## src/rtl/hazard_pkg.sv

```systemverilog
// Shared types and helpers for the hazard scoreboard controller.
// Provides the producer-class encoding, the class-to-latency mapping and
// the scoreboard counter width derivation used by the top and its register file.
package hazard_pkg;

  // Producer class as decoded in ID. NONE means the instruction produces
  // nothing that the scoreboard needs to track.
  typedef enum logic [1:0] {
    ALU    = 2'd0,
    LOAD   = 2'd1,
    MULDIV = 2'd2,
    NONE   = 2'd3
  } prod_class_e;

  // Cycles until a freshly issued producer's result can reach the ID
  // comparator. A value of 1 means "forwardable next cycle to EX", which a
  // non-branch consumer can tolerate but a branch (compared in ID) cannot.
  function automatic int unsigned class_lat(input logic [1:0] cls,
                                            input int unsigned muldiv_lat);
    case (cls)
      ALU:     class_lat = 1;
      LOAD:    class_lat = 2;
      MULDIV:  class_lat = muldiv_lat + 1;
      default: class_lat = 0;
    endcase
  endfunction

  // Counter must hold the largest load value, MULDIV_LAT+1.
  function automatic int unsigned cnt_width(input int unsigned muldiv_lat);
    cnt_width = $clog2(muldiv_lat + 2);
  endfunction

endpackage

```

## src/rtl/hazard_sb_regs.sv

```systemverilog
// Per-register countdown scoreboard.
// Ports: one load port (load_en/load_addr/load_val), three combinational
// read ports (a/b for sources, c for destination) and busy = any counter nonzero.
module hazard_sb_regs
  import hazard_pkg::*;
#(
  parameter int REG_ADDR_W = 5,
  parameter int CNT_W      = 3
) (
  input  logic                  clk,
  input  logic                  rst,
  input  logic                  load_en,
  input  logic [REG_ADDR_W-1:0] load_addr,
  input  logic [CNT_W-1:0]      load_val,
  input  logic [REG_ADDR_W-1:0] rd_addr_a,
  input  logic [REG_ADDR_W-1:0] rd_addr_b,
  input  logic [REG_ADDR_W-1:0] rd_addr_c,
  output logic [CNT_W-1:0]      rd_cnt_a,
  output logic [CNT_W-1:0]      rd_cnt_b,
  output logic [CNT_W-1:0]      rd_cnt_c,
  output logic                  busy
);

  localparam int NREG = 2 ** REG_ADDR_W;

  logic [CNT_W-1:0] cnt [NREG];

  // Entry 0 is only ever reset, so it reads as zero forever (x0 is hardwired).
  // A load on an entry wins over that entry's decrement in the same cycle.
  always_ff @(posedge clk or posedge rst) begin
    if (rst) begin
      for (int r = 0; r < NREG; r++) begin
        cnt[r] <= '0;
      end
    end else begin
      for (int r = 1; r < NREG; r++) begin
        if (load_en && (load_addr == REG_ADDR_W'(r))) begin
          cnt[r] <= load_val;
        end else if (cnt[r] != '0) begin
          cnt[r] <= cnt[r] - CNT_W'(1);
        end
      end
    end
  end

  assign rd_cnt_a = cnt[rd_addr_a];
  assign rd_cnt_b = cnt[rd_addr_b];
  assign rd_cnt_c = cnt[rd_addr_c];

  always_comb begin
    busy = 1'b0;
    for (int r = 0; r < NREG; r++) begin
      busy = busy | (cnt[r] != '0);
    end
  end

endmodule

```

## src/rtl/hazard_scoreboard_ctrl.sv

```systemverilog
// Hazard controller for the ID stage: countdown scoreboard for RAW/WAW,
// fence drain and a multi-cycle IF/ID flush after a redirect.
// Ports: ID decode info in; pc_write/ifid_write/stall/ifid_flush/id_issue/sb_busy out.
// Optional macro HAZARD_PERF_EN adds 32-bit saturating perf counters
// perf_raw_stalls, perf_waw_fence_stalls, perf_flushes.
module hazard_scoreboard_ctrl
  import hazard_pkg::*;
#(
  parameter int REG_ADDR_W  = 5,
  parameter int MULDIV_LAT  = 4,
  parameter int FLUSH_DEPTH = 1
) (
  input  logic                  clk,
  input  logic                  rst,
  input  logic                  id_valid,
  input  logic [REG_ADDR_W-1:0] id_rs1,
  input  logic [REG_ADDR_W-1:0] id_rs2,
  input  logic                  id_uses_rs1,
  input  logic                  id_uses_rs2,
  input  logic [REG_ADDR_W-1:0] id_rd,
  input  logic                  id_reg_write,
  input  logic [1:0]            id_class,
  input  logic                  id_is_branch,
  input  logic                  id_is_fence,
  input  logic                  pc_src,
  output logic                  pc_write,
  output logic                  ifid_write,
  output logic                  stall,
  output logic                  ifid_flush,
  output logic                  id_issue,
  output logic                  sb_busy
`ifdef HAZARD_PERF_EN
  ,
  output logic [31:0]           perf_raw_stalls,
  output logic [31:0]           perf_waw_fence_stalls,
  output logic [31:0]           perf_flushes
`endif
);

  localparam int CNT_W   = cnt_width(MULDIV_LAT);
  localparam int FLUSH_W = $clog2(FLUSH_DEPTH + 1);

  logic [CNT_W-1:0]   rs1_cnt;
  logic [CNT_W-1:0]   rs2_cnt;
  logic [CNT_W-1:0]   rd_cnt;
  logic [CNT_W-1:0]   new_lat;
  logic [FLUSH_W-1:0] flush_cnt;
  logic               id_eff;
  logic               rd_tracked;
  logic               raw_rs1;
  logic               raw_rs2;
  logic               raw_haz;
  logic               waw_haz;
  logic               fence_haz;
  logic               sb_load;

  hazard_sb_regs #(
    .REG_ADDR_W (REG_ADDR_W),
    .CNT_W      (CNT_W)
  ) u_sb (
    .clk       (clk),
    .rst       (rst),
    .load_en   (sb_load),
    .load_addr (id_rd),
    .load_val  (new_lat),
    .rd_addr_a (id_rs1),
    .rd_addr_b (id_rs2),
    .rd_addr_c (id_rd),
    .rd_cnt_a  (rs1_cnt),
    .rd_cnt_b  (rs2_cnt),
    .rd_cnt_c  (rd_cnt),
    .busy      (sb_busy)
  );

  assign new_lat = CNT_W'(class_lat(id_class, MULDIV_LAT));

  // The instruction in ID is already doomed while a flush window is open,
  // so it can neither stall nor issue. The redirecting cycle itself (pc_src
  // with flush_cnt==0) still lets the branch issue.
  assign id_eff     = id_valid && (flush_cnt == '0);
  assign rd_tracked = id_reg_write && (id_rd != '0);

  // Non-branch consumers get EX forwarding, so a count of 1 is fine for them;
  // branches compare in ID and need the value fully available.
  assign raw_rs1 = id_uses_rs1 &&
                   (id_is_branch ? (rs1_cnt != '0) : (rs1_cnt > CNT_W'(1)));
  assign raw_rs2 = id_uses_rs2 &&
                   (id_is_branch ? (rs2_cnt != '0) : (rs2_cnt > CNT_W'(1)));
  assign raw_haz = raw_rs1 || raw_rs2;

  // A faster producer must not overtake a slower older one to the same rd.
  assign waw_haz   = rd_tracked && (rd_cnt > new_lat);
  assign fence_haz = id_is_fence && sb_busy;

  assign stall      = id_eff && (raw_haz || waw_haz || fence_haz);
  assign pc_write   = !stall;
  assign ifid_write = !stall;
  assign id_issue   = id_eff && !stall;
  assign ifid_flush = pc_src || (flush_cnt != '0);

  assign sb_load = id_issue && rd_tracked && (id_class != NONE);

  // flush_cnt counts the extra flush cycles after the redirect cycle; a new
  // redirect restarts the window.
  always_ff @(posedge clk or posedge rst) begin
    if (rst) begin
      flush_cnt <= '0;
    end else if (pc_src) begin
      flush_cnt <= FLUSH_W'(FLUSH_DEPTH - 1);
    end else if (flush_cnt != '0) begin
      flush_cnt <= flush_cnt - FLUSH_W'(1);
    end
  end

`ifdef HAZARD_PERF_EN
  logic raw_hit;
  logic wf_hit;

  // A cycle with both a RAW and a WAW/fence cause is attributed to RAW only.
  assign raw_hit = id_eff && raw_haz;
  assign wf_hit  = id_eff && !raw_haz && (waw_haz || fence_haz);

  always_ff @(posedge clk or posedge rst) begin
    if (rst) begin
      perf_raw_stalls       <= '0;
      perf_waw_fence_stalls <= '0;
      perf_flushes          <= '0;
    end else begin
      if (raw_hit && (perf_raw_stalls != '1)) begin
        perf_raw_stalls <= perf_raw_stalls + 32'd1;
      end
      if (wf_hit && (perf_waw_fence_stalls != '1)) begin
        perf_waw_fence_stalls <= perf_waw_fence_stalls + 32'd1;
      end
      if (pc_src && (perf_flushes != '1)) begin
        perf_flushes <= perf_flushes + 32'd1;
      end
    end
  end
`endif

endmodule
```

## config.mk

```make
export PLATFORM = sky130hd
export DESIGN_NAME = hazard_scoreboard_ctrl
export DESIGN_NICKNAME = d
export VERILOG_FILES = /design/src/rtl/hazard_pkg.sv /design/src/rtl/hazard_sb_regs.sv /design/src/rtl/hazard_scoreboard_ctrl.sv
export SDC_FILE = /design/constraint.sdc
export NUM_CORES = 1
export LEC_CHECK = 0
export CAP_MARGIN = 5
export CORE_UTILIZATION = 30
export CTS_CLUSTER_SIZE = 25
export DETAILED_ROUTE_END_ITERATION = 6
export SYNTH_ARGS = -nofsm -noshare
export SYNTH_HDL_FRONTEND = slang
export SYNTH_SLANG_ARGS = --single-unit
export TNS_END_PERCENT = 5
```

## constraint.sdc

```tcl
create_clock -name clk -period 6.6 [get_ports clk]
set_input_delay 1.32 -clock clk [delete_from_list [all_inputs] [get_ports clk]]
set_output_delay 1.32 -clock clk [all_outputs]
set_load 0.02 [all_outputs]
```

==> Yosys cells after proc, flatten, opt, wreduce, memory -nomap -nowiden <==
Cells that the tools add are included.
{ "word_totals": {"word_cells": 328, "in_bits": 26, "out_inout_bits": 6, "ff_bits": 94} }
{ "classes": {"bitwise": 35, "add_sub_neg": 32, "eq_ne": 34, "order_cmp": 6, "n_reduce_logical": 113, "muxes": 76} }
{ "ops": {"columns": ["cell", "count"], "rows": [
  ["3-bit 2-to-1 mux", 68],
  ["3-bit nonzero test", 34],
  ["3-bit by 1-bit subtractor with 3-bit output, second input constant", 31],
  ["5-bit == test, second input constant", 16],
  ["2-bit nonzero test", 31],
  ["3-bit binary-select mux with 5-bit select", 3],
  ["1-bit logical AND", 41],
  ["5-bit by 4-bit == test with 1-bit output, second input constant", 8],
  ["1-bit OR", 31],
  ["5-bit by 3-bit == test with 1-bit output, second input constant", 4],
  ["6-bit greater-or-equal comparator, second input constant", 3],
  ["5-bit inverter with 6-bit output", 3],
  ["5-bit by 2-bit == test with 1-bit output, second input constant", 2],
  ["3-bit one-hot mux with 3 select lines", 1],
  ["3-bit by 1-bit > comparator with 1-bit output, second input constant", 2],
  ["5-bit by 1-bit == test with 1-bit output, second input constant", 1],
  ["5-bit nonzero test", 1],
  ["1-bit logical OR", 4],
  ["1-bit 2-to-1 mux", 4],
  ["3-bit > comparator", 1],
  ["2-bit by 1-bit == test with 1-bit output, second input constant", 1],
  ["2-bit == test, second input constant", 1],
  ["2-bit zero test", 1],
  ["2-bit inequality test, second input constant", 1],
  ["3 further kinds", 3]
]} }

==> Depth between registers and ports, before layout <==
Gate-level depths: netlist of the first run.
{ "depth": {"ltp_word": 41, "mapped_depth": 17, "mapped_depth_nobuf": 14} }

==> Modules after synthesis <==
Synthesis of the first run repeated with hierarchy kept, for this count alone.
{ "hier_totals": {"hier_cells": 857, "hier_area_um2": 8410.6} }
{ "by_module_without_submodules": {"columns": ["module", "area_per_inst_um2", "cells_per_inst", "seq_area_each_um2", "instances"], "rows": [
  ["hazard_sb_regs", 8205.4, 829, 2327.2, 1],
  ["hazard_scoreboard_ctrl", 205.2, 28, 0.0, 1]
]} }

==> Worst setup path after synthesis of the first run <==
OpenSTA, ideal clock, no wires.
{ "synth_timing": {"kind": "input to output", "start": "input port id_rd[0]", "end": "output port pc_write", "setup_slack_ps": 434, "stages": 12, "n_path_buf": 3, "t_required_ps": 5280, "arrival_ps": 4846, "path_cell_list": "buf_2 > buf_2 > mux4_2 > mux4_2 > mux2_2 > ha_1 > nor2b_1 > o21a_1 > o21ai_0 > nor2_1 > o31ai_1 > buf_4"} }
{ "synth_between": {"elab_chain_len": 10, "elab_cells_between_ends": 12, "classes_between": "order compare: 1; mux: 3; bitwise: 1; reduce/logical: 7"} }
{ "synth_lines": {"columns": ["item", "line", "text"], "rows": [
  ["from (decl)", "hazard_scoreboard_ctrl.sv:20", "input logic [REG_ADDR_W-1:0] id_rd,"],
  ["5-bit inverter with 6-bit output (not written as such)", "hazard_sb_regs.sv:48", "assign rd_cnt_c = cnt[rd_addr_c];"],
  ["3-bit binary-select mux with 5-bit select", "hazard_sb_regs.sv:48", null],
  ["3-bit 2-to-1 mux (not written as such) (2 in series)", "hazard_sb_regs.sv:48", null],
  ["3-bit > comparator", "hazard_scoreboard_ctrl.sv:92", "assign waw_haz = rd_tracked && (rd_cnt > new_lat);"],
  ["1-bit logical AND *", "hazard_scoreboard_ctrl.sv:92", null],
  ["1-bit logical OR * (2 in series)", "hazard_scoreboard_ctrl.sv:95", "assign stall = id_eff && (raw_haz || waw_haz || fence_haz);"],
  ["1-bit logical AND *", "hazard_scoreboard_ctrl.sv:95", null],
  ["1-bit zero test *", null, null],
  ["to (decl)", "hazard_scoreboard_ctrl.sv:26", "output logic pc_write,"]
]} }
Every way passes the cells marked *; elsewhere a longest branch is shown, timed or not. The select of a mux whose other input is x is not followed.

==> Worst setup path after layout of the first run <==
{ "layout_timing": {"start": "input port id_rd[1]", "end": "output port pc_write"} }
{ "layout_between": {"elab_chain_len": 10, "elab_cells_between_ends": 12, "classes_between": "order compare: 1; mux: 3; bitwise: 1; reduce/logical: 7"} }
{ "layout_lines": {"columns": ["item", "line", "text"], "rows": [
  ["5-bit inverter with 6-bit output (not written as such)", "hazard_sb_regs.sv:48", null],
  ["3-bit binary-select mux with 5-bit select", "hazard_sb_regs.sv:48", null],
  ["3-bit 2-to-1 mux (not written as such) (2 in series)", "hazard_sb_regs.sv:48", null],
  ["3-bit > comparator", "hazard_scoreboard_ctrl.sv:92", null],
  ["1-bit logical AND *", "hazard_scoreboard_ctrl.sv:92", null],
  ["1-bit logical OR * (2 in series)", "hazard_scoreboard_ctrl.sv:95", null],
  ["1-bit logical AND *", "hazard_scoreboard_ctrl.sv:95", null],
  ["1-bit zero test *", "hazard_scoreboard_ctrl.sv:96", "assign pc_write = !stall;"]
]} }
Marked as above.

==> results of run 1 <==
==> per-layer routing <==
metal | share of wire (%) | vias to the layer above | track usage [%]
met1 | 46 | 3222 | 22.6
met4 | 1.7 | 0 | 4.89
met5 | 0 | - | 0
met2 | 47 | 195 | 27.5
met3 | 5.6 | 35 | 3.38
li1 | - | 2984 | -
==> power by group <==
group | internal, mW | switching [mW] | leakage [nW]
combinational | 1.04 | 1.03 | 3.14
clock | 0.333 | 0.240 | 0.153
sequential | 0.888 | 0.491 | 1.09
==> final timing paths <==
kind	start	endpoint	slack (ps)	depth (start not counted)
min in group asynchronous	rst	u_sb.cnt[63]	1380	2
max	id_rd[1]	pc_write	260	12
max reg2reg	u_sb.cnt[1]	u_sb.cnt[42]	2830	12
min	u_sb.cnt[48]	u_sb.cnt[48]	640	2
min reg2reg	u_sb.cnt[48]	u_sb.cnt[48]	640	2
max in group asynchronous	rst	u_sb.cnt[41]	4110	3
==> cell families (layout without fill, tap and decap cells) <==
group,count (synthesis),after routing,synth area share [%]
buffers and inverters,123,137,6.56
XOR/XNOR,31,31,3.14
adder cells (fa/ha/maj),65,65,9.42
AO/OA/AOI/OAI,79,79,5.93
other,1,1,0.0434
flip-flops,93,93,26.9
AND/OR/NAND/NOR,250,250,19.7
multiplexers,184,184,28.2
==> layout make-up <==
type / instances / share of cell area, %
clock buffer: 10 / 2.39
clock inverter: 6 / 0.900
multi-input combinational: 610 / 60.1
tap: 378 / 4.93
sequential: 93 / 24.3
timing repair buffer: 48 / 4.56
inverter: 73 / 2.88
==> stage by stage <==
| stage | utilization (%) | worst slack, ps | hold slack (ps) | instance area (sq um) |
|---|---|---|---|---|
| final | 34.2 | 264 | 642 | 9590 |
| after global routing | 34.2 | 53.9 | 664 | 9590 |
| after CTS | 34.2 | 269 | 647 | 9590 |
| after detailed placement | 33.0 | 284 | 633 | 9280 |
| after global placement | 33.0 | 329 | 632 | 9280 |
| after floorplan | - | 434 | 580 | 8640 |
==> critical path, stage by stage <==
cell and delay, ps:
clkdlybuf4s50_1 510, buf_12 210, mux4_2 320, mux4_2 500
mux2_2 290, ha_1 290, nor2b_1 140, o21a_1 160
o21ai_0 210, nor2_1 130, o31ai_1 270, clkdlybuf4s50_1 660
==> placed cells by master (no fill, tap or decap), drive strengths merged, types with 8 or more instances in the layout <==
cell type      instances
mux2i                133
dfrtp                 93
inv                   73
ha                    65
nor2                  62
nand2                 51
mux4                  47
nor3                  41
o21ai                 36
nand2b                35
xnor2                 31
nand4                 31
clkdlybuf4s50         27
buf                   21
a21oi                 10
clkbuf                10
nand3b                 8
==> flow_summary_export.csv, run 1 <==
group,metric,value,unit
outcome,run_status,"completed",
floorplanning,fp.dieH,172,microns
floorplanning,initial_utilization,30.8,%
layout,final_nets,926,
grt,grt_pass1_vias,6398,
synth,synth_cell_type_count,59,
floorplanning,coreArea,28100,sq um
synth,synth_edf_count,0,
layout,drive_above_1_share,15.1,%
synth,syn_nets,917,
cts,numCtsBuffers,9,
timing,drv_slew,0,
timing,clock_skew,6.77,ps
detailed_routing,vias,6436,
setup_path,path_class,"input pin to output port",
detailed_routing,wl_per_cell,19.3,microns
grt,antenna_found_initial,0,
timing,grt_setup_unrepaired,"no",
setup_path,crit_arrival,5020,ps
layout,largest_reg_flops,93,
power,ir_drop,0.140,mV
floorplanning,ios,32,
setup_path,path_max_fanout,34,
layout,reg_top3,"u_sb.cnt x93",
grt,globalRoute.totalOverflow,0,
cts,clkTransAtPathRegs,70,ps
timing,setup_tns,0,ps
grt,grt_usage,16.9,%
layout,fillers,2890,
power,power.leakage,4.38,nW
grt,grt_pass1_wl,37400,microns
synth,synth_top_cell_area_share,26.9,%
cts,cts_hold_buf,0,
synth,netlist_top_cells_area,"dfrtp_1, mux2i_1, mux4_2, ha_1, nand4_4",
floorplanning,rows,61,
cts,cts_sinks,93,
place,dp_cells,1202,
place,gp_congestion,0.909,
setup_path,crit_path_start_kind,"input pin",
layout,multi_input_area,5760,sq um
synth,synth_commonest_cells,"mux2i_1, dfrtp_1, inv_1",
timing,fin_crit_sh,96.0,%
timing,period_needed,6340,ps
place,dp_hpwl,17300,microns
power,powerDensity,419,nW/um^2
synth,synth_cells,826,
floorplanning,die_w,172,microns
cts,cts_buffer_depth,2,
cts,post_cts_resized,0,
cts,post_cts_buffers,0,
layout,register_area,2330,sq um
timing,timing.fmax,158,MHz
timing,setup_viol,0,
synth,synth_area,8640,sq um
flow_run,maxCapViolCount,0,
setup_path,crit_required,5280,ps
synth,postSynthAreaPerCell,10.5,sq um
worst_hold_path,min_path_type,"flop to flop",
timing,hold_viol,0,
cts,clock_latency,360,ps
detailed_routing,wirelength,23500,microns
synth,synth_area_leader_cell,"dfrtp_1",
timing,slew-limit-headroom,40.0,%
detailed_routing,antenna_left,0,
detailed_routing,route.detailed.drc,0,
synth,yosysMostFrequentCell,"mux2i_1",
floorplanning,die_area,29500,sq um
synth,ys.flop_type,"dfrtp_1",
power,power,4.02,mW
place,port_buffers,28,
cts,cts_root_buf,"clkbuf_16",
layout,syn_to_final_growth,11.1,%
layout,finalNonFillerCells,1218,
detailed_routing,drtIter0Drc,471,
synth,ys_ff_latch,93,
layout,antenna_cells,0,
cts,tritoncts,"yes",
setup_path,crit_path_end_kind,"output port",
synth,async_reset_ff_share,100,%
cts,htreeDepth,3,
layout,top_register,"u_sb.cnt",
synth,seq_area_frac_synth,26.9,%
detailed_routing,drtPass1Iterations,7,
detailed_routing,vias_per_cell,5.28,
timing,tightest_slew,899,ps
synth,ys_warn_count,3,
grt,grt_start_max_net_pins,50,
(Power assumes the default switching activity.)
==> run 2, diff against run 1 <==
--- a/config.mk
+++ b/config.mk
@@ -9,6 +9,7 @@
 export CORE_UTILIZATION = 30
 export CTS_CLUSTER_SIZE = 25
 export DETAILED_ROUTE_END_ITERATION = 6
+export SKIP_CTS_REPAIR_TIMING = 1
 export SYNTH_ARGS = -nofsm -noshare
 export SYNTH_HDL_FRONTEND = slang
 export SYNTH_SLANG_ARGS = --single-unit
==> results of run 2 <==
Final layout, timing and power as in run 1 (identical DEF).
==> run 3, diff against run 2 <==
--- a/config.mk
+++ b/config.mk
@@ -9,6 +9,7 @@
 export CORE_UTILIZATION = 30
 export CTS_CLUSTER_SIZE = 25
 export DETAILED_ROUTE_END_ITERATION = 6
+export SETUP_SLACK_MARGIN = 0.02
 export SKIP_CTS_REPAIR_TIMING = 1
 export SYNTH_ARGS = -nofsm -noshare
 export SYNTH_HDL_FRONTEND = slang
==> constraint.sdc (replaced) <==
create_clock -name clk -period 6.6 [get_ports clk]
set_input_delay 0.66 -clock clk [delete_from_list [all_inputs] [get_ports clk]]
set_output_delay 0.66 -clock clk [all_outputs]
set_load 0.02 [all_outputs]
==> run 3 against run 2 <==
Against the previous run:
- count of clock-buffer cells in the layout decreased by 1
- die area stayed put
- core utilization fell by 0.29 points
- via count fell by 1.3%
- wire length shrank 4.0%
- clock power is 1% lower
- maximum frequency is 20% higher
- critical endpoint unchanged
==> flow_summary_export.csv, run 3 (synthesized netlist as in run 1, its figures left out) <==
group,metric,value,unit
power,powerDensity,419,nW/um^2
floorplanning,die_w,172,microns
timing,timing.fmax,190,MHz
setup_path,crit_required,5940,ps
timing,setup_viol,0,
floorplanning,initial_utilization,30.8,%
setup_path,crit_path_end_kind,"output port",
detailed_routing,vias,6351,
power,ir_drop,0.142,mV
layout,reg_top3,"u_sb.cnt x93",
grt,antenna_found_initial,0,
power,power.leakage,4.33,nW
timing,hold_viol,0,
setup_path,crit_arrival,4600,ps
floorplanning,coreArea,28100,sq um
detailed_routing,antenna_left,0,
timing,grt_setup_unrepaired,"no",
layout,largest_reg_flops,93,
grt,grt_usage,16.3,%
power,seqPwrFrac,33.8,%
cts,tritoncts,"yes",
grt,grt_start_max_net_pins,71,
place,gp_congestion,0.880,
layout,fillers,2860,
setup_path,ff2ff_setup_slack,2220,ps
cts,htreeDepth,3,
floorplanning,die_area,29500,sq um
layout,final_cell_mix,"mux2i_1, dfrtp_1, inv_1",
detailed_routing,drtIter0Drc,440,
setup_path,reg2reg_depth,11,
power,switching_share,43.4,%
timing,period_needed,5260,ps
power,p_switching,1.73,mW
cts,cts_buffer_depth,2,
power,internal-power,2.26,mW
setup_path,path_max_fanout,30,
cts,cts_root_buf,"clkbuf_16",
setup_path,regToRegStartpoint,"u_sb.cnt[1]",
grt,globalRoute.totalOverflow,0,
timing,tightest_slew,1180,ps
place,dp_hpwl,16300,microns
power,clkPwrFrac,14.2,%
layout,final_nets,917,
layout,multi_input_area,5760,sq um
detailed_routing,vias_per_cell,5.26,
timing,drv_slew,0,
layout,drive_above_1_share,14.2,%
floorplanning,rows,61,
layout,antenna_cells,0,
timing,slew-limit-headroom,20.8,%
floorplanning,fp.dieH,172,microns
layout,register_area,2330,sq um
layout,finish.utilization,33.9,%
detailed_routing,wl_per_cell,18.6,microns
setup_path,worstReg2RegEnd,"u_sb.cnt[42]",
setup_path,path_class,"input pin to output port",
detailed_routing,route.detailed.drc,0,
cts,clock_latency,360,ps
floorplanning,ios,32,
cts,cts_sinks,93,
grt,grt_pass1_vias,6248,
timing,setup_tns,0,ps
layout,post-route-cell-area,9510,sq um
power,combPwrFrac,52.0,%
grt,grt_pass1_wl,36100,microns
detailed_routing,wirelength,22500,microns
place,port_buffers,28,
outcome,run_status,"completed",
timing,fin_crit_sh,79.8,%
layout,top_register,"u_sb.cnt",
layout,syn_to_final_growth,10.1,%
cts,clkTransAtPathRegs,70,ps
setup_path,crit_path_start_kind,"input pin",
layout,final_common_cell,"mux2i_1",
flow_run,maxCapViolCount,0,
worst_hold_path,min_path_type,"input pin to async pin",
cts,numCtsBuffers,9,
detailed_routing,drtPass1Iterations,5,
timing,clock_skew,11.2,ps
place,dpl_cell_area,9200,sq um
## run 3: critical path, cell delays in order
cell and delay, ps:
buf_2 650, mux4_2 590, mux4_2 490, mux2_2 280, ha_1 280, nor2b_1 130
o21a_1 150, o21ai_0 220, nor2_1 140, o31ai_1 310, clkdlybuf4s50_1 670
## run 3: power groups by stage
stage                     Clock [mW]  Sequential (mW)  Combinational, mW
after detailed placement           0             1.34               2.08
after global routing           0.600             1.39               2.37
after CTS                      0.577             1.33               2.09
after floorplan                    0             1.15               1.75
after global placement             0             1.34               2.01
final                          0.564             1.35               2.07
## run 3: cell type report
| cell class | count | share of cell area, % |
|---|---|---|
| Inverter | 73 | 2.91 |
| Timing Repair Buffer | 39 | 3.76 |
| Tap cell | 378 | 4.97 |
| Sequential cell | 93 | 24.5 |
| Clock inverter | 6 | 0.934 |
| Clock buffer | 9 | 2.37 |
| Multi-Input combinational cell | 610 | 60.6 |
## run 3: worst max path at each step
stage,start,endpoint,slack [ps],cells after the start
final,id_rd[0],pc_write,1340,11
after floorplan,id_rd[0],pc_write,1750,12
after global routing,id_rd[0],pc_write,1100,11
after global placement,id_rd[0],u_sb.cnt[46],1290,12
after CTS,id_rd[0],pc_write,1290,11
after detailed placement,id_rd[0],u_sb.cnt[42],1220,12
## run 3: metal layers
metal  global-route usage, %  share of wire [%]  vias to the layer above
met4                    4.58                1.5                        0
met1                    21.9                 46                     3185
li1                        -                  -                     2962
met5                       0                  0                        -
met3                    3.36                5.8                       19
met2                    26.4                 47                      185
## run 3: per-stage QoR
step,std cells,hold slack [ps],power (mW),setup slack [ps]
after floorplan,826,580,2.89,1750
after global placement,1193,623,3.34,1290
after detailed placement,1193,621,3.41,1220
after CTS,1208,612,3.99,1290
after global routing,1208,635,4.36,1100
final,1208,606,3.98,1340
